[config.mk]
export PLATFORM = sky130hd
export DESIGN_NAME = wave_anim_ctrl
export DESIGN_NICKNAME = d
export VERILOG_FILES = /design/src/rtl/wave_anim_ctrl.sv
export SDC_FILE = /design/constraint.sdc
export NUM_CORES = 1
export LEC_CHECK = 0
export ABC_AREA = 0
export CAP_MARGIN = 30
export CORE_MARGIN = 3
export CORE_UTILIZATION = 32
export DETAILED_ROUTE_END_ITERATION = 8
export MAX_ROUTING_LAYER = met4
export PLACE_DENSITY = 0.55
export SYNTH_ARGS = -nofsm -noshare
export SYNTH_HDL_FRONTEND = slang
export SYNTH_SLANG_ARGS = --single-unit
export TNS_END_PERCENT = 10
[constraint.sdc]
create_clock -name clk_in -period 3.65 [get_ports clk_in]
set_input_delay 1.095 -clock clk_in [delete_from_list [all_inputs] [get_ports clk_in]]
set_output_delay 1.095 -clock clk_in [all_outputs]
set_load 0.02 [all_outputs]
[src/rtl/wave_anim_ctrl.sv]
// ---------------------------------------------------------------------------
// wave_anim_ctrl
// Frame-synchronous controller for the wave-warp pixel stage.
// Configuration commands arrive over a valid/ready handshake and land in
// shadow registers. They are committed at frame start only, so the warp
// datapath never sees a torn frame. The controller animates the warp phase
// offset across frames and drives enable/phase/amplitude into the datapath.
//
// Ports:
//   clk_in           system clock
//   rst_in           synchronous active-high reset
//   hcount_in        pixel column of incoming stream
//   vcount_in        pixel row of incoming stream
//   data_valid_in    incoming pixel valid
//   cmd_valid_in     command valid
//   cmd_op_in        opcode: 0 SET_STEP, 1 SET_AMP, 2 SET_DIV, 3 SET_MODE
//   cmd_arg_in       command argument
//   cmd_ready_out    command accepted when high together with cmd_valid_in
//   warp_en_out      warp stage enable (0 = bypass)
//   phase_out        phase offset added to row, 0..HEIGHT-1
//   amp_shift_out    polynomial shift amount for warp stage
//   frame_start_out  one-cycle pulse, one cycle after frame start sampled
//   state_out        FSM state: 0 IDLE, 1 RUN, 2 HOLD, 3 SINGLE
// ---------------------------------------------------------------------------
module wave_anim_ctrl #(
    parameter int HEIGHT      = 320,
    parameter int DEFAULT_AMP = 4,
    parameter int DIV_W       = 4
) (
    input  logic        clk_in,
    input  logic        rst_in,
    input  logic [10:0] hcount_in,
    input  logic [9:0]  vcount_in,
    input  logic        data_valid_in,
    input  logic        cmd_valid_in,
    input  logic [1:0]  cmd_op_in,
    input  logic [8:0]  cmd_arg_in,
    output logic        cmd_ready_out,
    output logic        warp_en_out,
    output logic [8:0]  phase_out,
    output logic [2:0]  amp_shift_out,
    output logic        frame_start_out,
    output logic [1:0]  state_out
);

    typedef enum logic [1:0] {
        ST_IDLE   = 2'd0,
        ST_RUN    = 2'd1,
        ST_HOLD   = 2'd2,
        ST_SINGLE = 2'd3
    } state_t;

    localparam logic [1:0]       OP_SET_STEP = 2'd0;
    localparam logic [1:0]       OP_SET_AMP  = 2'd1;
    localparam logic [1:0]       OP_SET_DIV  = 2'd2;
    localparam logic [1:0]       OP_SET_MODE = 2'd3;
    localparam logic [8:0]       STEP_MAX    = 9'(HEIGHT - 1);
    localparam logic [9:0]       HEIGHT_W    = 10'(HEIGHT);
    localparam logic [2:0]       AMP_RST     = 3'(DEFAULT_AMP);
    localparam logic [DIV_W-1:0] DIV_ONE     = DIV_W'(1);
    localparam logic [DIV_W-1:0] DIV_ZERO    = DIV_W'(0);

    // Registers
    state_t           r_state;
    logic             r_fs_cond_prev;
    logic [8:0]       r_phase;
    logic [DIV_W-1:0] r_cnt;
    logic             r_warp_en;
    logic             r_frame_start;
    logic [2:0]       r_act_amp;
    logic [8:0]       r_sh_step;
    logic [2:0]       r_sh_amp;
    logic [DIV_W-1:0] r_sh_div;
    logic [1:0]       r_sh_mode;

    // Combinational nets
    logic             w_fs_cond;
    logic             w_fs;
    logic             w_cmd_acc;
    logic [9:0]       w_sum;
    logic [8:0]       w_phase_adv;
    logic [DIV_W:0]   w_cnt_inc;
    logic [DIV_W-1:0] w_div_arg;
    state_t           w_state_nxt;
    logic [8:0]       w_phase_nxt;
    logic [DIV_W-1:0] w_cnt_nxt;
    logic             w_warp_nxt;
    logic             w_single_done;

    // Frame start is edge-qualified so a run of (0,0) valid samples counts once.
    assign w_fs_cond = data_valid_in && (hcount_in == 11'd0) && (vcount_in == 10'd0);
    assign w_fs      = w_fs_cond && !r_fs_cond_prev;

    // The commit cycle refuses commands so shadow writes never race the commit.
    assign cmd_ready_out = !w_fs;
    assign w_cmd_acc     = cmd_valid_in && !w_fs;

    // Phase advance uses the shadow step, which is the value committed this edge.
    assign w_sum       = {1'b0, r_phase} + {1'b0, r_sh_step};
    assign w_phase_adv = (w_sum >= HEIGHT_W) ? 9'(w_sum - HEIGHT_W) : w_sum[8:0];
    assign w_cnt_inc   = {1'b0, r_cnt} + {DIV_ZERO, 1'b1};
    assign w_div_arg   = cmd_arg_in[DIV_W-1:0];

    // Next-state logic: the committed mode is applied only at frame start.
    always_comb begin
        w_state_nxt   = r_state;
        w_phase_nxt   = r_phase;
        w_cnt_nxt     = r_cnt;
        w_warp_nxt    = r_warp_en;
        w_single_done = 1'b0;
        if (w_fs) begin
            case (r_sh_mode)
                ST_IDLE: begin
                    w_state_nxt = ST_IDLE;
                    w_phase_nxt = 9'd0;
                    w_cnt_nxt   = DIV_ZERO;
                    w_warp_nxt  = 1'b0;
                end
                ST_RUN: begin
                    w_state_nxt = ST_RUN;
                    w_warp_nxt  = 1'b1;
                    if (w_cnt_inc >= {1'b0, r_sh_div}) begin
                        w_phase_nxt = w_phase_adv;
                        w_cnt_nxt   = DIV_ZERO;
                    end else begin
                        w_cnt_nxt   = w_cnt_inc[DIV_W-1:0];
                    end
                end
                ST_HOLD: begin
                    w_state_nxt = ST_HOLD;
                    w_warp_nxt  = 1'b1;
                end
                ST_SINGLE: begin
                    // One-shot step, then settle in HOLD for following frames.
                    w_state_nxt   = ST_HOLD;
                    w_phase_nxt   = w_phase_adv;
                    w_warp_nxt    = 1'b1;
                    w_single_done = 1'b1;
                end
                default: begin
                    w_state_nxt = ST_IDLE;
                    w_phase_nxt = 9'd0;
                    w_cnt_nxt   = DIV_ZERO;
                    w_warp_nxt  = 1'b0;
                end
            endcase
        end else begin
            w_state_nxt = r_state;
        end
    end

    // State register and frame-synchronous output registers.
    always_ff @(posedge clk_in) begin
        if (rst_in) begin
            r_state        <= ST_IDLE;
            r_fs_cond_prev <= 1'b0;
            r_phase        <= 9'd0;
            r_cnt          <= DIV_ZERO;
            r_warp_en      <= 1'b0;
            r_frame_start  <= 1'b0;
            r_act_amp      <= AMP_RST;
        end else begin
            r_state        <= w_state_nxt;
            r_fs_cond_prev <= w_fs_cond;
            r_phase        <= w_phase_nxt;
            r_cnt          <= w_cnt_nxt;
            r_warp_en      <= w_warp_nxt;
            r_frame_start  <= w_fs;
            if (w_fs) begin
                r_act_amp <= r_sh_amp;
            end else begin
                r_act_amp <= r_act_amp;
            end
        end
    end

    // Shadow registers: accepted commands, plus SINGLE rewriting itself to HOLD.
    always_ff @(posedge clk_in) begin
        if (rst_in) begin
            r_sh_step <= 9'd1;
            r_sh_amp  <= AMP_RST;
            r_sh_div  <= DIV_ONE;
            r_sh_mode <= ST_IDLE;
        end else if (w_single_done) begin
            r_sh_mode <= ST_HOLD;
        end else if (w_cmd_acc) begin
            case (cmd_op_in)
                OP_SET_STEP: r_sh_step <= (cmd_arg_in > STEP_MAX) ? STEP_MAX : cmd_arg_in;
                OP_SET_AMP:  r_sh_amp  <= cmd_arg_in[2:0];
                OP_SET_DIV:  r_sh_div  <= (w_div_arg == DIV_ZERO) ? DIV_ONE : w_div_arg;
                OP_SET_MODE: r_sh_mode <= cmd_arg_in[1:0];
                default:     r_sh_mode <= r_sh_mode;
            endcase
        end else begin
            r_sh_mode <= r_sh_mode;
        end
    end

    assign warp_en_out     = r_warp_en;
    assign phase_out       = r_phase;
    assign amp_shift_out   = r_act_amp;
    assign frame_start_out = r_frame_start;
    assign state_out       = r_state;

endmodule

=== Yosys cells after proc, flatten, opt, wreduce, memory -nomap -nowiden ===
Cells that the tools add are included.

* Memory bits (read-only): 0
* RAM bits: 0
* Word-level logic and storage cells: 65
* Register bits: 39
* Latch bits: 0
* Memories kept: 0
* Output and inout port bits: 17

* Bitwise logic cells: 1
* Muxes and demuxes: 14
* Add/sub/neg operators: 3
* Shift operators: 0
* Multiply operators: 0
* Magnitude comparators: 3
* Equality and inequality tests: 7
* Divide/modulo/power cells: 0
* Reduce and logical (&&, ||, !) cells: 25

{| class="wikitable"
|+ Operators with widths
! cell !! count
|-
| $mux W9 || 3
|-
| $pmux W9 S3 || 1
|-
| $reduce_and A3 Y1 || 4
|-
| $logic_not A11 Y1 || 1
|-
| $add A9 B9 Y10 || 1
|-
| $ge A10 B9 Y1 const B || 1
|-
| $logic_not A10 Y1 || 1
|-
| $gt A9 B9 Y1 const B || 1
|-
| $sub A9 B9 Y9 const B || 1
|-
| $eq A2 B2 Y1 const B || 4
|-
| $mux W4 || 2
|-
| $pmux W4 S2 || 1
|-
| $mux W2 || 3
|-
| $pmux W2 S3 || 1
|-
| $reduce_and A2 Y1 || 3
|-
| $reduce_bool A2 Y1 || 3
|-
| $add A4 B1 Y5 const B || 1
|-
| $ge A5 B4 Y1 || 1
|-
| $eq A2 B1 Y1 const B || 2
|-
| $logic_and A1 B1 Y1 || 4
|-
| $logic_not A2 Y1 || 2
|-
| $logic_not A4 Y1 || 1
|-
| $reduce_or A2 Y1 || 2
|-
| $reduce_bool A3 Y1 || 1
|-
| 6 further kinds || 8
|}

=== Logic depth before layout (Yosys ltp) ===
Gate-level depths: netlist of the first run.

* Depth in word-level cells: 8
* Depth in mapped cells: 12

=== Worst setup path before layout of the first run ===
No wires, ideal clock.

* Kind: input port to output port
* Start point: in vcount_in[0]
* End point: out cmd_ready_out
* Arrival time: 2416 ps
* Slack: 139 ps
* Buffers on the path: 2
* Stages: 4
* Cells stage by stage: or4_4 -> or4_1 -> buf_2 -> clkbuf_1

* Word-level cells in the longest chain between the ends: 4

{| class="wikitable"
|+ RTL lines
! what !! line !! RTL
|-
| start: declaration || 33 || <nowiki>input logic [9:0] vcount_in,</nowiki>
|-
| $logic_not A10 Y1 || 91 || <nowiki>assign w_fs_cond = data_valid_in && (hcount_in == 11'd0) && (vcount_in == 10'd0);</nowiki>
|-
| $logic_and A1 B1 Y1 || 91 ||
|-
| $logic_and A1 B1 Y1 || 92 || <nowiki>assign w_fs = w_fs_cond && !r_fs_cond_prev;</nowiki>
|-
| $logic_not A1 Y1 || 95 || <nowiki>assign cmd_ready_out = !w_fs;</nowiki>
|-
| end: declaration || 38 || <nowiki>output logic cmd_ready_out,</nowiki>
|}

No other way between the ends.

=== Worst setup path after layout of the first run ===
* Start point: in vcount_in[4]
* End point: out cmd_ready_out

Same word-level chain as after synthesis.

==> results by group, run 1 <==
Synthesis
  • Share of the synthesized area in the top cell type: around a third
  • Register bit total from synthesis: 39
  • Syn Nets: ~330
  • Most common cell in the synthesized netlist: dfxtp_1
  • Synth cell count leaders: 39 x dfxtp_1, 37 x nor2_1, 20 x ha_1
  • Syn Area/Cell: around 8.5 sq um
  • Seq/Total Area, Yosys: between 30% and 40%
  • Ys async rst share: 0%
  • Ys flop type: dfxtp_1
  • Synth Cell Area: between 2000 and 2500 sq um
  • Synth area leaders: dfxtp_1 34%, ha_1 11%, nor2_1 6.0%, mux2i_1 4.3%, a21oi_1 3.9%
  • Number of synthesized flops with an enable pin: 0
  • Synth cell types: between 50 and 60
  • Synth Instances: about 270
  • Yosys top cell by area: dfxtp_1
  • YS warnings: 0

Min path
  • Hold depth: 2
  • Worst min path class: register to register
  • Hold path start: state_out[0]$_SDFFE_PP0P_
  • Hold worst-path end: state_out[0]$_SDFFE_PP0P_

STA
  • Max-slew headroom: 46.68%
  • Actual slew at the worst max-slew pin: 0.7897 ns
  • Final Cycle Share: a little over nine tenths
  • Final worst path period need: approximately 3.6 ns
  • RSZ-0062 raised after global routing: no
  • Clock skew: 0.006069 ns
  • Fmax: 0.2779 GHz
  • Final setup vio count: 0
  • Final Worst Setup Slack: ~0.05 ns
  • Max-slew violations: 0
  • Final Hold Slack: ~0.45 ns
  • Final hold violation count: 0

Critical path
  • FF-to-FF End: phase_out[6]$_SDFFE_PP0P_
  • Startpoint Class: primary input
  • R2r setup slk: about 0.54 ns
  • Reg2reg path depth: 12
  • Maximum fanout along the worst path: 2
  • Crit Path Category: primary input to output port
  • Worst setup EP type: output port
  • Worst path arrival time: around 2.5 ns
  • Worst R2R Start: phase_out[0]$_SDFFE_PP0P_
  • Worst path required time: ~2.6 ns

Detailed routing
  • Vias after detailed routing: about 2200
  • DRT Pass-1 Iters: 4
  • Mean number of vias per cell: roughly 5.0
  • DRT Wirelength: between 5 and 6 mm
  • Residual DRC: 0
  • Antenna-violating nets left: 0
  • Starting DRC count in detailed routing: between 70 and 80
  • Routed WL per cell: 13.35 um

Placement
  • Pre-CTS setup slack: -0.5227 ns
  • Placer Congestion: 0.7742
  • IO buf count: 52
  • Post-DP HPWL: ~4.5 mm
  • Dpl cell area: between 2000 and 3000 sq um

Die
  • Floorplan Core Area: between 6000 and 7000 sq um
  • Die area: slightly above 8000 sq um
  • I/O Pins: 53
  • Die Width: 90.98 um
  • Starting Density: between 30% and 40%
  • Row count: 30
  • Die Ht: approximately 91 um

Global routing
  • GR Overflow Total: 0
  • Global-route usage over all layers: 14.68%
  • Initial antenna violation count: 0
  • Largest net degree at the start of global routing: 22
  • Vias in the first global route: between 2000 and 2500
  • First-pass GRT wire length: between 9 and 10 mm

Clock network
  • # hold bufs at CTS: 0
  • CTS tree: done
  • Htree depth: 2
  • CTS clock-pin slew for the worst setup and hold paths: around 0.08 ns
  • CTS sink cnt: 39
  • Num CTS Buffers: 5
  • Later-pin clock latency in the skew report: around 0.29 ns
  • CTS Root Cell: clkbuf_8
  • Max clock buf depth: 2

Layout
  • Share of cells above drive strength 1: under 10%
  • Layout area overhead: 35.79%
  • Finished Cell Area: about 3100 sq um
  • Number of diodes: 0
  • Fillers: between 600 and 700
  • Fin nets: between 300 and 400
  • Finished Core Util: approximately 45%

Job
  • Max_cap viols: 0

Pwr
  • Sw Ratio: 22.69%
  • Net Switching: roughly 0.21 mW
  • Final Power: between 0.9 and 1 mW
  • Reg power frac: between 40% and 50%
  • Worst VDD drop: 0.1259 mV
  • Int Pwr: between 0.7 and 0.8 mW
  • Clock power share: just over 40%
  • Pwr/cell area: a little under 300 nW/um^2
  • Static Leak: roughly 1.2 nW
  • Combinational fraction of design power: 11.1%

Outcome
  • Outcome: finished, final reports clean
==> flip-flops by register name, indices dropped and copies added, names as in the netlist <==
signal / flops
phase_out: 9
r_sh_step: 9
r_cnt: 4
r_sh_div: 4
amp_shift_out: 3
r_sh_amp: 3
r_sh_mode: 2
state_out: 2
frame_start_out: 1
r_fs_cond_prev: 1
warp_en_out: 1
==> cell type report <==
class	instances	area, sq um	area share, %
Timing Repair Buffer	61	590.6	18.82
Sequential cell	39	780.7	24.88
Clock buffer	6	82.58	2.632
Tap cell	96	120.1	3.828
Multi-Input combinational cell	206	1458	46.45
Inverter	19	71.32	2.273
Clock inverter	2	35.03	1.116
==> how the worst max path moves through the flow <==
stage                     slack [ns]       endpoint          from  cells past startpoint
final                           0.05  cmd_ready_out  vcount_in[4]                      5
after global routing            0.02  cmd_ready_out  vcount_in[4]                      5
after CTS                       0.01  cmd_ready_out  vcount_in[3]                      4
after detailed placement       -0.52  cmd_ready_out  vcount_in[0]                      4
after global placement         -0.52  cmd_ready_out  vcount_in[0]                      4
after floorplan                 0.14  cmd_ready_out  vcount_in[0]                      4
==> power groups by stage <==
| stage | combinational, mW | clock, mW | sequential, mW |
|---|---|---|---|
| final | 0.102 | 0.377 | 0.438 |
| after global routing | 0.113 | 0.401 | 0.439 |
| after CTS | 0.102 | 0.385 | 0.438 |
| after detailed placement | 0.104 | 0 | 0.448 |
| after global placement | 0.103 | 0 | 0.448 |
| after floorplan | 0.0488 | 0 | 0.446 |
==> what timing repair did <==
| action | 4_1_cts | 5_1_grt |
|---|---|---|
| pin swaps | 5 | 4 |
| gates resized for setup | 17 | 7 |
| buffers inserted | 1 | 0 |
| hold endpoints to repair | 0 | 0 |
| endpoints found under the setup margin | 1 | 1 |
==> critical path, stage by stage <==
cell and delay [ns]:
clkdlybuf4s50_1 0.40, nor4_1 0.27, nand3_1 0.13, or4_4 0.46, buf_6 0.15
==> logic make-up (layout without fill, tap and decap cells) <==
logic type	Yosys count	after routing	synth area share (%)
DFF	39	39	33.78
and+or+nand+nor	102	102	23.23
muxes	11	11	4.819
buffers and inverters	26	88	4.331
adders and majority gates	21	21	11.69
AOI/OAI and AO/OA	66	66	19.87
xor gates and xnor gates	6	6	2.274
==> layer usage <==
layer | track usage [%] | wire, um | vias up
li1 | - | - | 1119
met4 | 4.397 | 61 | 0
met3 | 2.734 | 213 | 4
met1 | 19.49 | 2928 | 974
met5 | - | 0 | -
met2 | 22.75 | 2523 | 55
==> placed cells by master (no fill, tap or decap), types with 3 or more instances in the layout <==
master           synthesis  layout
dfxtp_1                 39      39
mux2i_1                 10      10
nand4_1                  3       3
o21a_1                   5       5
a22oi_1                  7       7
inv_1                   18      18
nor3_1                   6       6
nand2_1                 14      13
a211oi_1                 8       8
o211ai_1                 3       3
clkdlybuf4s50_1          0      39
dlygate4sd2_1            0       7
nor4_2                   2       3
xnor2_1                  4       4
ha_1                    20      20
dlymetal6s2s_1           0       4
nand3_1                 10      10
or4_1                    4       3
clkbuf_8                 0       6
buf_4                    0       9
nand2b_1                 4       4
nor2_1                  37      37
o21ai_0                  9       9
nor4_1                   6       5
a21oi_1                 18      18
==> through the flow <==
step	setup TNS, ns	instances
CTS	0	429
detailed placement	-0.5227	420
floorplan	0	271
finish	0	429
global route	0	429
global placement	-0.5215	420
Power figures use the tool's default switching activity.
==> inputs of run 2 (changes only) <==
--- a/config.mk
+++ b/config.mk
@@ -9,6 +9,7 @@
 export CAP_MARGIN = 30
 export CORE_MARGIN = 3
 export CORE_UTILIZATION = 32
+export CTS_BUF_LIST = sky130_fd_sc_hd__clkbuf_8
 export DETAILED_ROUTE_END_ITERATION = 8
 export MAX_ROUTING_LAYER = met4
 export PLACE_DENSITY = 0.55
==> results of run 2 <==
Same layout as run 1: the final DEF is identical, and so are final timing and power.
==> inputs of run 3 (changes only) <==
--- a/config.mk
+++ b/config.mk
@@ -8,11 +8,11 @@
 export ABC_AREA = 0
 export CAP_MARGIN = 30
 export CORE_MARGIN = 3
-export CORE_UTILIZATION = 32
+export CORE_UTILIZATION = 30
 export CTS_BUF_LIST = sky130_fd_sc_hd__clkbuf_8
 export DETAILED_ROUTE_END_ITERATION = 8
 export MAX_ROUTING_LAYER = met4
-export PLACE_DENSITY = 0.55
+export PLACE_DENSITY = 0.52
 export SYNTH_ARGS = -nofsm -noshare
 export SYNTH_HDL_FRONTEND = slang
 export SYNTH_SLANG_ARGS = --single-unit
==> run 3 against run 2 <==
Effect of this change:
- sequential power is essentially flat
- clock skew grew 0.0031 ns
- combinational power is essentially flat
- power grew 5.2%
- wire length grew 4.3%
- sequential share of layout area shrank 0.26 points
- clock power grew 12%
- via count grew 2.8%
- final cell count grew 1.6%
- worst setup slack lost 0.015 ns
- global-route usage shrank 0.49 points
- critical endpoint unchanged
- final area grew 1.1%
- highest routed layer unchanged
==> results by group, run 3 (same netlist as run 1, synthesis figures left out) <==
Clock network
  • CTS sink cnt: 39 (unchanged)
  • CTS tree: done (unchanged)
  • # hold bufs at CTS: 0 (unchanged)
  • CTS Root Cell: clkbuf_8 (unchanged)
  • Num CTS Buffers: 5 (unchanged)
  • Htree depth: 2 (unchanged)
  • CTS clock-pin slew for the worst setup and hold paths: 0.08 ns (about the same)
  • Later-pin clock latency in the skew report: 0.29 ns (about the same)
  • Max clock buf depth: 2 (unchanged)

STA
  • Final setup vio count: 0 (unchanged)
  • Clock skew: 0.009135 ns (was 0.006069 ns)
  • Final hold violation count: 0 (unchanged)
  • Final Worst Setup Slack: 0.03638 ns (was 0.05138 ns)
  • Actual slew at the worst max-slew pin: 0.8535 ns (was 0.7897 ns)
  • Final Cycle Share: 99.00% (was 98.59%)
  • Final worst path period need: 3.614 ns (was 3.599 ns)
  • Fmax: 0.2767 GHz (was 0.2779 GHz)
  • Max-slew violations: 0 (unchanged)
  • Final Hold Slack: 0.4544 ns (about the same)
  • RSZ-0062 raised after global routing: yes (was no)
  • Max-slew headroom: 42.38% (was 46.68%)

Detailed routing
  • Residual DRC: 0 (unchanged)
  • DRT Pass-1 Iters: 4 (unchanged)
  • DRT Wirelength: 5.973 mm (was 5.726 mm)
  • Mean number of vias per cell: 5.076 (was 5.016)
  • Antenna-violating nets left: 0 (unchanged)
  • Routed WL per cell: 13.70 um (was 13.35 um)
  • Vias after detailed routing: 2213 (was 2152)
  • Starting DRC count in detailed routing: 68 (was 78)

Layout
  • Number of diodes: 0 (unchanged)
  • Layout area overhead: 37.25% (was 35.79%)
  • Most frequent cells in the layout: 41 x clkdlybuf4s50_1, 39 x dfxtp_1, 37 x nor2_1, 20 x ha_1, 19 x inv_1 (was 39 x dfxtp_1, 39 x clkdlybuf4s50_1, 37 x nor2_1, 20 x ha_1)
  • Share of cells above drive strength 1: 10.68% (was 9.610%)
  • Footprint of the multi-input gates: 1456 sq um (was 1458 sq um)
  • Finished Core Util: 43.04% (was 45.43%)
  • Storage cell area: 780.7 sq um (unchanged)
  • Most common cell after layout, fill and taps aside: clkdlybuf4s50_1
  • Fillers: 771 (was 699)
  • Fin nets: 393 (was 389)

Min path
  • Hold worst-path end: amp_shift_out[0]$_SDFFE_PP0P_ (was state_out[0]$_SDFFE_PP0P_)
  • Hold path start: amp_shift_out[0]$_SDFFE_PP0P_ (was state_out[0]$_SDFFE_PP0P_)
  • Worst min path class: register to register (unchanged)
  • Hold depth: 2 (unchanged)

Critical path
  • Crit Path Category: primary input to output port (unchanged)
  • Reg2reg path depth: 10 (was 12)
  • R2r setup slk: 0.53 ns (was 0.54 ns)
  • Worst setup EP type: output port (unchanged)
  • Worst path required time: 2.55 ns (about the same)
  • Maximum fanout along the worst path: 2 (unchanged)
  • Worst R2R Start: phase_out[0]$_SDFFE_PP0P_ (unchanged)
  • FF-to-FF End: phase_out[6]$_SDFFE_PP0P_ (unchanged)
  • Worst path arrival time: 2.52 ns (was 2.50 ns)
  • Startpoint Class: primary input (unchanged)

Pwr
  • Pwr/cell area: 304.0 nW/um^2 (was 292.1 nW/um^2)
  • Static Leak: 1.228 nW (was 1.240 nW)
  • Worst VDD drop: 0.1949 mV (was 0.1259 mV)

Die
  • Row count: 31 (was 30)
  • Die Width: 93.77 um (was 90.98 um)
  • I/O Pins: 53 (unchanged)
  • Die area: 8792 sq um (was 8277 sq um)
  • Starting Density: 31.36% (was 33.46%)
  • Floorplan Core Area: 7370 sq um (was 6907 sq um)
  • Die Ht: 93.77 um (was 90.98 um)

Global routing
  • Largest net degree at the start of global routing: 28 (was 22)
  • GR Overflow Total: 0 (unchanged)
  • Initial antenna violation count: 0 (unchanged)
  • First-pass GRT wire length: 9.673 mm (was 9.708 mm)
  • Global-route usage over all layers: 14.19% (was 14.68%)
  • Vias in the first global route: 2007 (was 2050)

Placement
  • Post-DP HPWL: 4.631 mm (was 4.525 mm)
  • Placer Congestion: 0.8069 (was 0.7742)
  • Pre-CTS setup slack: -0.5438 ns (was -0.5227 ns)
  • IO buf count: 52 (unchanged)

Job
  • Max_cap viols: 0 (unchanged)

Outcome
  • Outcome: finished, final reports clean (unchanged)
run 3: timing repair:
item	4_1_cts	5_1_grt
buffers inserted	5	0
gates cloned	0	0
gates resized for setup	18	3
endpoints found under the setup margin	1	3
pin swaps	6	1
run 3: layout make-up:
class | count | area share (%)
Sequential cell | 39 | 24.62
Timing Repair Buffer | 65 | 19.13
Clock inverter | 3 | 2.012
Clock buffer | 5 | 2.170
Multi-Input combinational cell | 206 | 45.92
Tap cell | 99 | 3.905
Inverter | 19 | 2.249
run 3: metal layers:
| layer | part of all wire [%] | global-route usage (%) |
|---|---|---|
| met5 | 0 | - |
| met2 | 45 | 21.88 |
| met1 | 50 | 19.25 |
| met3 | 4.1 | 2.564 |
| met4 | 0.90 | 3.610 |
run 3: how the worst max path moves through the flow:
stage | cells after the start | start | to
final | 4 | vcount_in[5] | cmd_ready_out
after CTS | 5 | hcount_in[1] | cmd_ready_out
after detailed placement | 5 | hcount_in[7] | cmd_ready_out
after global placement | 4 | vcount_in[0] | cmd_ready_out
after global routing | 5 | vcount_in[4] | cmd_ready_out
after floorplan | 4 | vcount_in[0] | cmd_ready_out
run 3: power by group:
| group | switching (mW) | internal (mW) | leakage, nW |
|---|---|---|---|
| Combinational | 0.0478 | 0.0541 | 0.842 |
| Clock | 0.154 | 0.271 | 0.0695 |
| Sequential | 0.00504 | 0.433 | 0.316 |
run 3: metrics by stage:
step	setup TNS [ns]	std cells	power, mW	area [sq um]
after floorplan	0	271	0.4950	2311
after global placement	-0.5260	423	0.5508	2987
after detailed placement	-0.5438	423	0.5525	2987
after CTS	0	436	0.9710	3156
after global routing	-0.01801	436	1.002	3172
final	0	436	0.9641	3172
run 3: critical path, cell delays in order:
cell,delay (ns)
dlygate4sd2_1,0.23
or4_4,0.53
or4_4,0.52
buf_6,0.15
